**config.mk**
```make
export PLATFORM = sky130hd
export DESIGN_NAME = clk_div_prog_flat
export DESIGN_NICKNAME = d
export VERILOG_FILES = /design/src/rtl/clk_div_prog_if.sv /design/src/rtl/clk_div_prog.sv /design/src/flat_wrapper.sv
export SDC_FILE = /design/constraint.sdc
export NUM_CORES = 1
export LEC_CHECK = 0
export ABC_AREA = 1
export CAP_MARGIN = 20
export CORE_MARGIN = 5
export CORE_UTILIZATION = 55
export CTS_CLUSTER_SIZE = 16
export DETAILED_ROUTE_END_ITERATION = 12
export HOLD_SLACK_MARGIN = 0.03
export MAX_ROUTING_LAYER = met4
export PLACE_DENSITY = 0.78
export SLEW_MARGIN = 20
export SYNTH_ARGS = -nofsm -noshare
export SYNTH_HDL_FRONTEND = slang
export SYNTH_SLANG_ARGS = --single-unit
```
**constraint.sdc**
```tcl
create_clock -name clk -period 6.2 [get_ports clk]
set_clock_uncertainty 0.05 [all_clocks]
set_input_delay 0.93 -clock clk [delete_from_list [all_inputs] [get_ports clk]]
set_output_delay 0.93 -clock clk [all_outputs]
set_load 0.005 [all_outputs]
```
**src/rtl/clk_div_prog_if.sv**
```systemverilog
// Control and status bundle for the programmable clock divider.
// The master side programs the divisor and gates counting; the slave side reports the divided clock and strobes.
interface clk_div_prog_if #(
  parameter int WIDTH = 16
);
  logic             ena;
  logic [WIDTH-1:0] div_in;
  logic             div_load;
  logic             div_pending;
  logic             div_ack;
  logic [WIDTH-1:0] cur_div;
  logic             clk_out;
  logic             tick_rise;
  logic             tick_fall;

  modport master (
    output ena, div_in, div_load,
    input  div_pending, div_ack, cur_div, clk_out, tick_rise, tick_fall
  );

  modport slave (
    input  ena, div_in, div_load,
    output div_pending, div_ack, cur_div, clk_out, tick_rise, tick_fall
  );
endinterface

```
**src/rtl/clk_div_prog.sv**
```systemverilog
// Runtime-programmable clock divider with registered clk_out and rise/fall strobes.
// A newly loaded divisor is held back until the current period wraps, so periods are never cut short.
module clk_div_prog #(
  parameter int WIDTH       = 16,
  parameter int DEFAULT_DIV = 4
) (
  input  logic          clk,
  input  logic          reset,
  clk_div_prog_if.slave bus
);

  localparam logic [WIDTH-1:0] ONE     = WIDTH'(1);
  localparam logic [WIDTH-1:0] DIV_RST = WIDTH'(DEFAULT_DIV);
  localparam logic [WIDTH-1:0] CNT_RST = WIDTH'(DEFAULT_DIV - 1);

  logic [WIDTH-1:0] cnt_reg;
  logic [WIDTH-1:0] cur_div_reg;
  logic [WIDTH-1:0] pending_reg;
  logic             div_pending_reg;
  logic             div_ack_reg;
  logic             clk_out_reg;
  logic             tick_rise_reg;
  logic             tick_fall_reg;

  logic [WIDTH-1:0] cnt_next;
  logic [WIDTH-1:0] pending_next;
  logic [WIDTH:0]   half;
  logic             wrap;
  logic             apply;
  logic             is_one;

  always_comb begin
    // One extra bit so the maximum divisor cannot overflow when rounding up.
    half         = ({1'b0, cur_div_reg} + {{WIDTH{1'b0}}, 1'b1}) >> 1;
    wrap         = (cnt_reg == (cur_div_reg - ONE));
    apply        = wrap && div_pending_reg;
    cnt_next     = wrap ? '0 : (cnt_reg + ONE);
    is_one       = (cur_div_reg == ONE);
    pending_next = (bus.div_in == '0) ? ONE : bus.div_in;
  end

  always_ff @(posedge clk or posedge reset) begin
    if (reset) begin
      cnt_reg         <= CNT_RST;
      cur_div_reg     <= DIV_RST;
      pending_reg     <= DIV_RST;
      div_pending_reg <= 1'b0;
      div_ack_reg     <= 1'b0;
      clk_out_reg     <= 1'b0;
      tick_rise_reg   <= 1'b0;
      tick_fall_reg   <= 1'b0;
    end else begin
      if (bus.ena) begin
        // On an apply edge cnt_next is 0, which is always below any half, so clk_out rises.
        cnt_reg       <= cnt_next;
        clk_out_reg   <= ({1'b0, cnt_next} < half);
        tick_rise_reg <= wrap && (!clk_out_reg || is_one);
        tick_fall_reg <= ({1'b0, cnt_next} == half) && !is_one;
        div_ack_reg   <= apply;
        if (apply) begin
          cur_div_reg     <= pending_reg;
          div_pending_reg <= 1'b0;
        end
      end else begin
        tick_rise_reg <= 1'b0;
        tick_fall_reg <= 1'b0;
        div_ack_reg   <= 1'b0;
      end

      // A load on an apply edge is kept for the following wrap, hence it overrides the clear above.
      if (bus.div_load) begin
        pending_reg     <= pending_next;
        div_pending_reg <= 1'b1;
      end
    end
  end

  assign bus.div_pending = div_pending_reg;
  assign bus.div_ack     = div_ack_reg;
  assign bus.cur_div     = cur_div_reg;
  assign bus.clk_out     = clk_out_reg;
  assign bus.tick_rise   = tick_rise_reg;
  assign bus.tick_fall   = tick_fall_reg;

endmodule

```
**src/flat_wrapper.sv**
```systemverilog
// flat-port wrapper written by rule: the top's interface ports become plain ports
module clk_div_prog_flat 
#(
  parameter int WIDTH       = 16,
  parameter int DEFAULT_DIV = 4
)
  (clk, reset, bus_ena, bus_div_in, bus_div_load, bus_div_pending, bus_div_ack, bus_cur_div, bus_clk_out, bus_tick_rise, bus_tick_fall);
  clk_div_prog_if #(.WIDTH(WIDTH)) bus_i ();
  input  logic clk;
  input  logic reset;
  input wire logic [$bits(bus_i.ena)-1:0] bus_ena;
  input wire logic [$bits(bus_i.div_in)-1:0] bus_div_in;
  input wire logic [$bits(bus_i.div_load)-1:0] bus_div_load;
  output wire logic [$bits(bus_i.div_pending)-1:0] bus_div_pending;
  output wire logic [$bits(bus_i.div_ack)-1:0] bus_div_ack;
  output wire logic [$bits(bus_i.cur_div)-1:0] bus_cur_div;
  output wire logic [$bits(bus_i.clk_out)-1:0] bus_clk_out;
  output wire logic [$bits(bus_i.tick_rise)-1:0] bus_tick_rise;
  output wire logic [$bits(bus_i.tick_fall)-1:0] bus_tick_fall;
  assign bus_i.ena = bus_ena;
  assign bus_i.div_in = bus_div_in;
  assign bus_i.div_load = bus_div_load;
  assign bus_div_pending = bus_i.div_pending;
  assign bus_div_ack = bus_i.div_ack;
  assign bus_cur_div = bus_i.cur_div;
  assign bus_clk_out = bus_i.clk_out;
  assign bus_tick_rise = bus_i.tick_rise;
  assign bus_tick_fall = bus_i.tick_fall;
  clk_div_prog #(.WIDTH(WIDTH), .DEFAULT_DIV(DEFAULT_DIV)) u_core (.clk(clk), .reset(reset), .bus(bus_i));
endmodule
```
==> After elaboration in Yosys (flattened, before gate mapping) <==
Cells that the tools add are included.
{ "word_totals": {"reg_bits": 53, "latch_bits": 0, "ramBits": 0, "rom_bits": 0, "inputBits": 20, "out_inout_bits": 21, "elab_cells": 34, "memories": 0} }
{ "op_classes": {"n_addsub": 3, "multipliers": 0, "div": 0, "n_lt_le_gt_ge": 1, "eq_ne": 3, "shift": 0, "muxes": 8, "n_bitwise": 0, "n_reduce_logical": 11} }
{ "op_table": {"columns": ["op", "n"], "rows": [
  ["equality test 16 bit", 2],
  ["2-to-1 mux 16 bit", 2],
  ["adder 16 x 1 -> 17 bit (second input constant)", 1],
  ["adder 16 x 1 -> 16 bit (second input constant)", 1],
  ["equality test 16 x 1 -> 1 bit (second input constant)", 1],
  ["zero test 16 bit", 1],
  ["less-than comparator 16 bit", 1],
  ["subtractor 16 x 1 -> 16 bit (second input constant)", 1],
  ["2-to-1 mux 1 bit", 6],
  ["AND reduction 2 bit", 2],
  ["nonzero test 2 bit", 2],
  ["logical AND 1 bit", 3],
  ["zero test 1 bit", 2],
  ["logical OR 1 bit", 1]
]} }

==> Logic depth before layout (Yosys ltp) <==
{ "depth": {"depth_word": 6, "ltp_mapped": 24, "depth_no_buf": 23} }

==> Worst setup path after synthesis <==
No wires, ideal clock.
{ "synth_timing": {"path_type": "reg-to-reg", "start": "register u_core.cur_div_reg[0], in the netlist u_core.bus.cur_div[0]", "end": "register u_core.clk_out_reg, in the netlist u_core.bus.clk_out", "setup_time_ns": 0.134, "t_arrival_ns": 2.779, "t_required_ns": 6.016, "setup_slack_ns": 3.237, "stages_incl_launch_ff": 19, "n_path_buf": 1, "synth_period_minus_slack_ns": 2.963, "path_cell_list": "dfrtp_1 inv_1 ha_1 nand2_1 inv_1 nor3_1 inv_1 nor2_1 nand3_4 nor2_8 buf_6 nor2_1 ha_1 nand2_1 o21a_1 o21ai_0 nand3_1 nand3_1 o21ai_0"} }
{ "synth_between": {"elab_chain_cells": 4, "word_cells_on_any_way": 5, "cone_classes": "add/sub (2); order compare (1); eq/ne (1); mux (1)"} }
{ "synth_lines": {"columns": ["item", "line", "text"], "rows": [
  ["start: declaration", "clk_div_prog.sv:17", "logic [WIDTH-1:0] cur_div_reg;"],
  ["start signal: assignment", "clk_div_prog.sv:61", "cur_div_reg <= pending_reg;"],
  ["subtractor 16 x 1 -> 16 bit", "clk_div_prog.sv:35", "wrap = (cnt_reg == (cur_div_reg - ONE));"],
  ["equality test 16 bit", "clk_div_prog.sv:35", null],
  ["2-to-1 mux 16 bit", "clk_div_prog.sv:37", "cnt_next = wrap ? '0 : (cnt_reg + ONE);"],
  ["net u_core.cnt_next[11]", "clk_div_prog.sv:25", "logic [WIDTH-1:0] cnt_next;"],
  ["less-than comparator 16 bit", "clk_div_prog.sv:56", "clk_out_reg <= ({1'b0, cnt_next} < half);"],
  ["end signal: assignment", "clk_div_prog.sv:56", null],
  ["end: declaration", "clk_div_prog.sv:21", "logic clk_out_reg;"]
]} }
The timed path passes the listed nets, and every way through them passes these cells.
A chain may end at the register's enable or synchronous reset.

==> Worst setup path in the final report <==
{ "layout_timing": {"start": "register u_core.cur_div_reg[0], in the netlist u_core.bus.cur_div[0]", "end": "register u_core.tick_fall_reg, in the netlist u_core.bus.tick_fall"} }
{ "layout_between": {"elab_chain_cells": 6, "word_cells_on_any_way": 9, "cone_classes": "add/sub (2); eq/ne (3); mux (2); reduce/logical (2)"} }
{ "layout_lines": {"columns": ["item", "line", "text"], "rows": [
  ["subtractor 16 x 1 -> 16 bit", "clk_div_prog.sv:35", null],
  ["equality test 16 bit", "clk_div_prog.sv:35", null],
  ["2-to-1 mux 16 bit", "clk_div_prog.sv:37", null],
  ["net u_core.cnt_next[8]", "clk_div_prog.sv:25", null],
  ["equality test 16 bit", "clk_div_prog.sv:58", "tick_fall_reg <= ({1'b0, cnt_next} == half) && !is_one;"],
  ["logical AND 1 bit", "clk_div_prog.sv:58", null],
  ["2-to-1 mux 1 bit", "clk_div_prog.sv:53", "if (bus.ena) begin"],
  ["end signal: assignment", "clk_div_prog.sv:58", null],
  ["end: declaration", "clk_div_prog.sv:23", "logic tick_fall_reg;"]
]} }
The timed path passes the listed nets, and every way through them passes these cells.

==> impl_metrics.ini <==
[floorplan]
die_height_um = 94.7
die-area_um2 = 8970
initial_core_util_pct = 57.2
die_x_um = 94.7
num_io_pins = 41
rows = 30
core_area_um2 = 6910

[run]
drv_cap = 0

[timing]
tns_ns = 0
rsz0062_at_grt = false
hold_viol_final = 0
setup_viol_count_final = 0
slew_headroom_pct = 55.5
fmax_mhz = 277
tightest_slew_ns = 0.667
final-max-slew-violation-count = 0
setup_ws_ns = 2.59
period_minus_slack_ns = 3.61
timing.final.crit_share_pct = 58.2

[critical_path]
critPathCaptureType = flop
worstSetupPathType = flop to flop
worstPathRequired_ns = 6.36
path_max_fanout = 33
arrival_ns = 3.76
cp-start-kind = flop
r2r_setup_slack_ns = 2.59

[cells_and_area]
syn_to_final_growth_pct = 13.3
antenna_cells = 0
layout.nets = 631
post_route_cells_drive_above_1_share_pct = 5.57
final_common_cell = nand2_1
final_cell_mix = nand2_1, nor2_1, dfrtp_1, inv_1, clkdlybuf4s50_1

[drt]
drt_iter0_markers = 217
vias = 3761
totalWireLength_um = 9950
wire_per_inst_um = 14.5
drcViolationCount = 0
routed_via_density = 5.47
antenna_left = 0
drt-pass1-iter-count = 4

[cts]
cts_setup_buffers = 0
clk_latency_ns = 0.31
path_clk_slew_ns = 0.10
htreeDepth = 2
numCtsBuffers = 5
clock-root-buffer = clkbuf_8
cts.sinks = 53
cts_resized = 0
cts_hold_buffers = 0
cts_tree = done
cts_buffer_depth = 2

[synth]
synth_area_leaders = dfrtp_1, nand2_1, ha_1
netlist_area_um2 = 3950
ys_seq_elements = 53
async_flop_share_pct = 100
synth-edff-count = 0
synthCells = 563
ys_seq_area_share_pct = 33.7
synth_nets = 603
ys.flop_type = dfrtp_1
avgSynthCellArea_um2 = 7.01
yosys_warnings = 0
synth_top_cell_by_area = dfrtp_1
synth_cell_types = 35
synth_top_area_share_pct = 31.1

[global_route]
grt_antenna_before_repair = 0
grt_first_pass_wirelength_um = 16800
grt_pass1_vias = 3607
grt.total_usage_pct = 24.4
grt_start_max_net_pins = 54
grt_overflow = 0

[pwr]
ir_worst_vdd_mv = 0.154
pwr_density_cell_nw_per_um2 = 194
p_leak_uw = 0.00225

[placed_design]
pre_cts_slack_ns = 2.60
routabilityCongestion = 0.968
post-dp-hpwl_um = 7620
port_buffers = 40

[outcome]
outcome = complete, no violations

[min_path]
min_path_type = flop to flop
area by class of cell:
class / count / area [µm²]
multi-input cells: 443 / 2320
inverters: 46 / 173
repair buffers: 42 / 415
clock inverters: 3 / 47.5
fillers: 655 / 2430
well taps: 96 / 120
clock buffers: 5 / 68.8
flip-flops and latches: 53 / 1330
metrics by stage:
| stage | cells | total power [µW] | hold WS (ns) | util, % | instance area, µm² |
|---|---|---|---|---|---|
| global placement | 680 | 615 | 0.404 | 63.1 | 4360 |
| global route | 688 | 922 | 0.458 | 64.7 | 4470 |
| finish | 688 | 867 | 0.424 | 64.7 | 4470 |
| CTS | 688 | 869 | 0.429 | 64.7 | 4470 |
| detailed placement | 680 | 623 | 0.409 | 63.1 | 4360 |
| floorplan | 563 | 556 | 0.392 | - | 3950 |
worst max-delay path, cell delays in order, from the launching register on:
cell and delay [ns]:
dfrtp_1 0.53, inv_1 0.17, ha_1 0.35, nand2_1 0.07
inv_1 0.03, nor3_1 0.28, inv_1 0.08, nor2_1 0.21
nand3_4 0.13, nor2_8 0.45, nor2_1 0.17, ha_1 0.32
nand4_1 0.09, nor3_1 0.29, nor4b_1 0.28
routing by layer:
metal  global-route usage (%)  share of wire [%]  vias up
met5                        -                  0        -
met4                     6.01                1.4        0
met3                     2.39                6.1       13
met2                     40.8                 48      130
met1                     31.9                 45     1760
li1                         -                  -     1858
cells by family after synthesis:
| logic type | share of synthesized area (%) |
|---|---|
| adders and majority gates | 6.34 |
| buffers and inverters | 7.61 |
| xor gates and xnor gates | 7.54 |
| and+or+nand+nor | 41.1 |
| AOI/OAI and AO/OA | 3.71 |
| DFF | 33.7 |
power breakdown:
part,total (µW),leakage [µW],internal [µW],switching [µW]
sequential,407,0.000689,377,30.5
clock,248,0.0000591,123,124
combinational,211,0.00150,90.3,121
final timing paths:
kind / start / endpoint / cells after the start
max: u_core.bus.cur_div[0] / u_core.bus.tick_fall / 14
min: u_core.pending_reg[2] / u_core.pending_reg[2] / 2
max reg2reg: u_core.bus.cur_div[0] / u_core.bus.tick_fall / 14
min reg2reg: u_core.pending_reg[2] / u_core.pending_reg[2] / 2
max in group asynchronous: reset / u_core.cnt_reg[13] / 3
min in group asynchronous: reset / u_core.pending_reg[3] / 3
synth_stat cells (2+ instances only):
cell type,n
nor2_2,4
o21ai_0,10
nor3_1,8
nand3b_1,6
buf_6,5
clkbuf_1,7
ha_1,20
dfrtp_1,49
o21a_1,2
nand3_4,2
buf_1,2
nand2_1,209
nor2_4,4
nand2_2,5
dfstp_2,4
nand4_1,28
clkinv_1,3
a21oi_1,10
xor2_1,22
nor4_1,5
inv_1,42
buf_2,5
xnor2_1,12
o211ai_1,2
nor2_1,59
nand3_1,29
(Power assumes the default switching activity.)
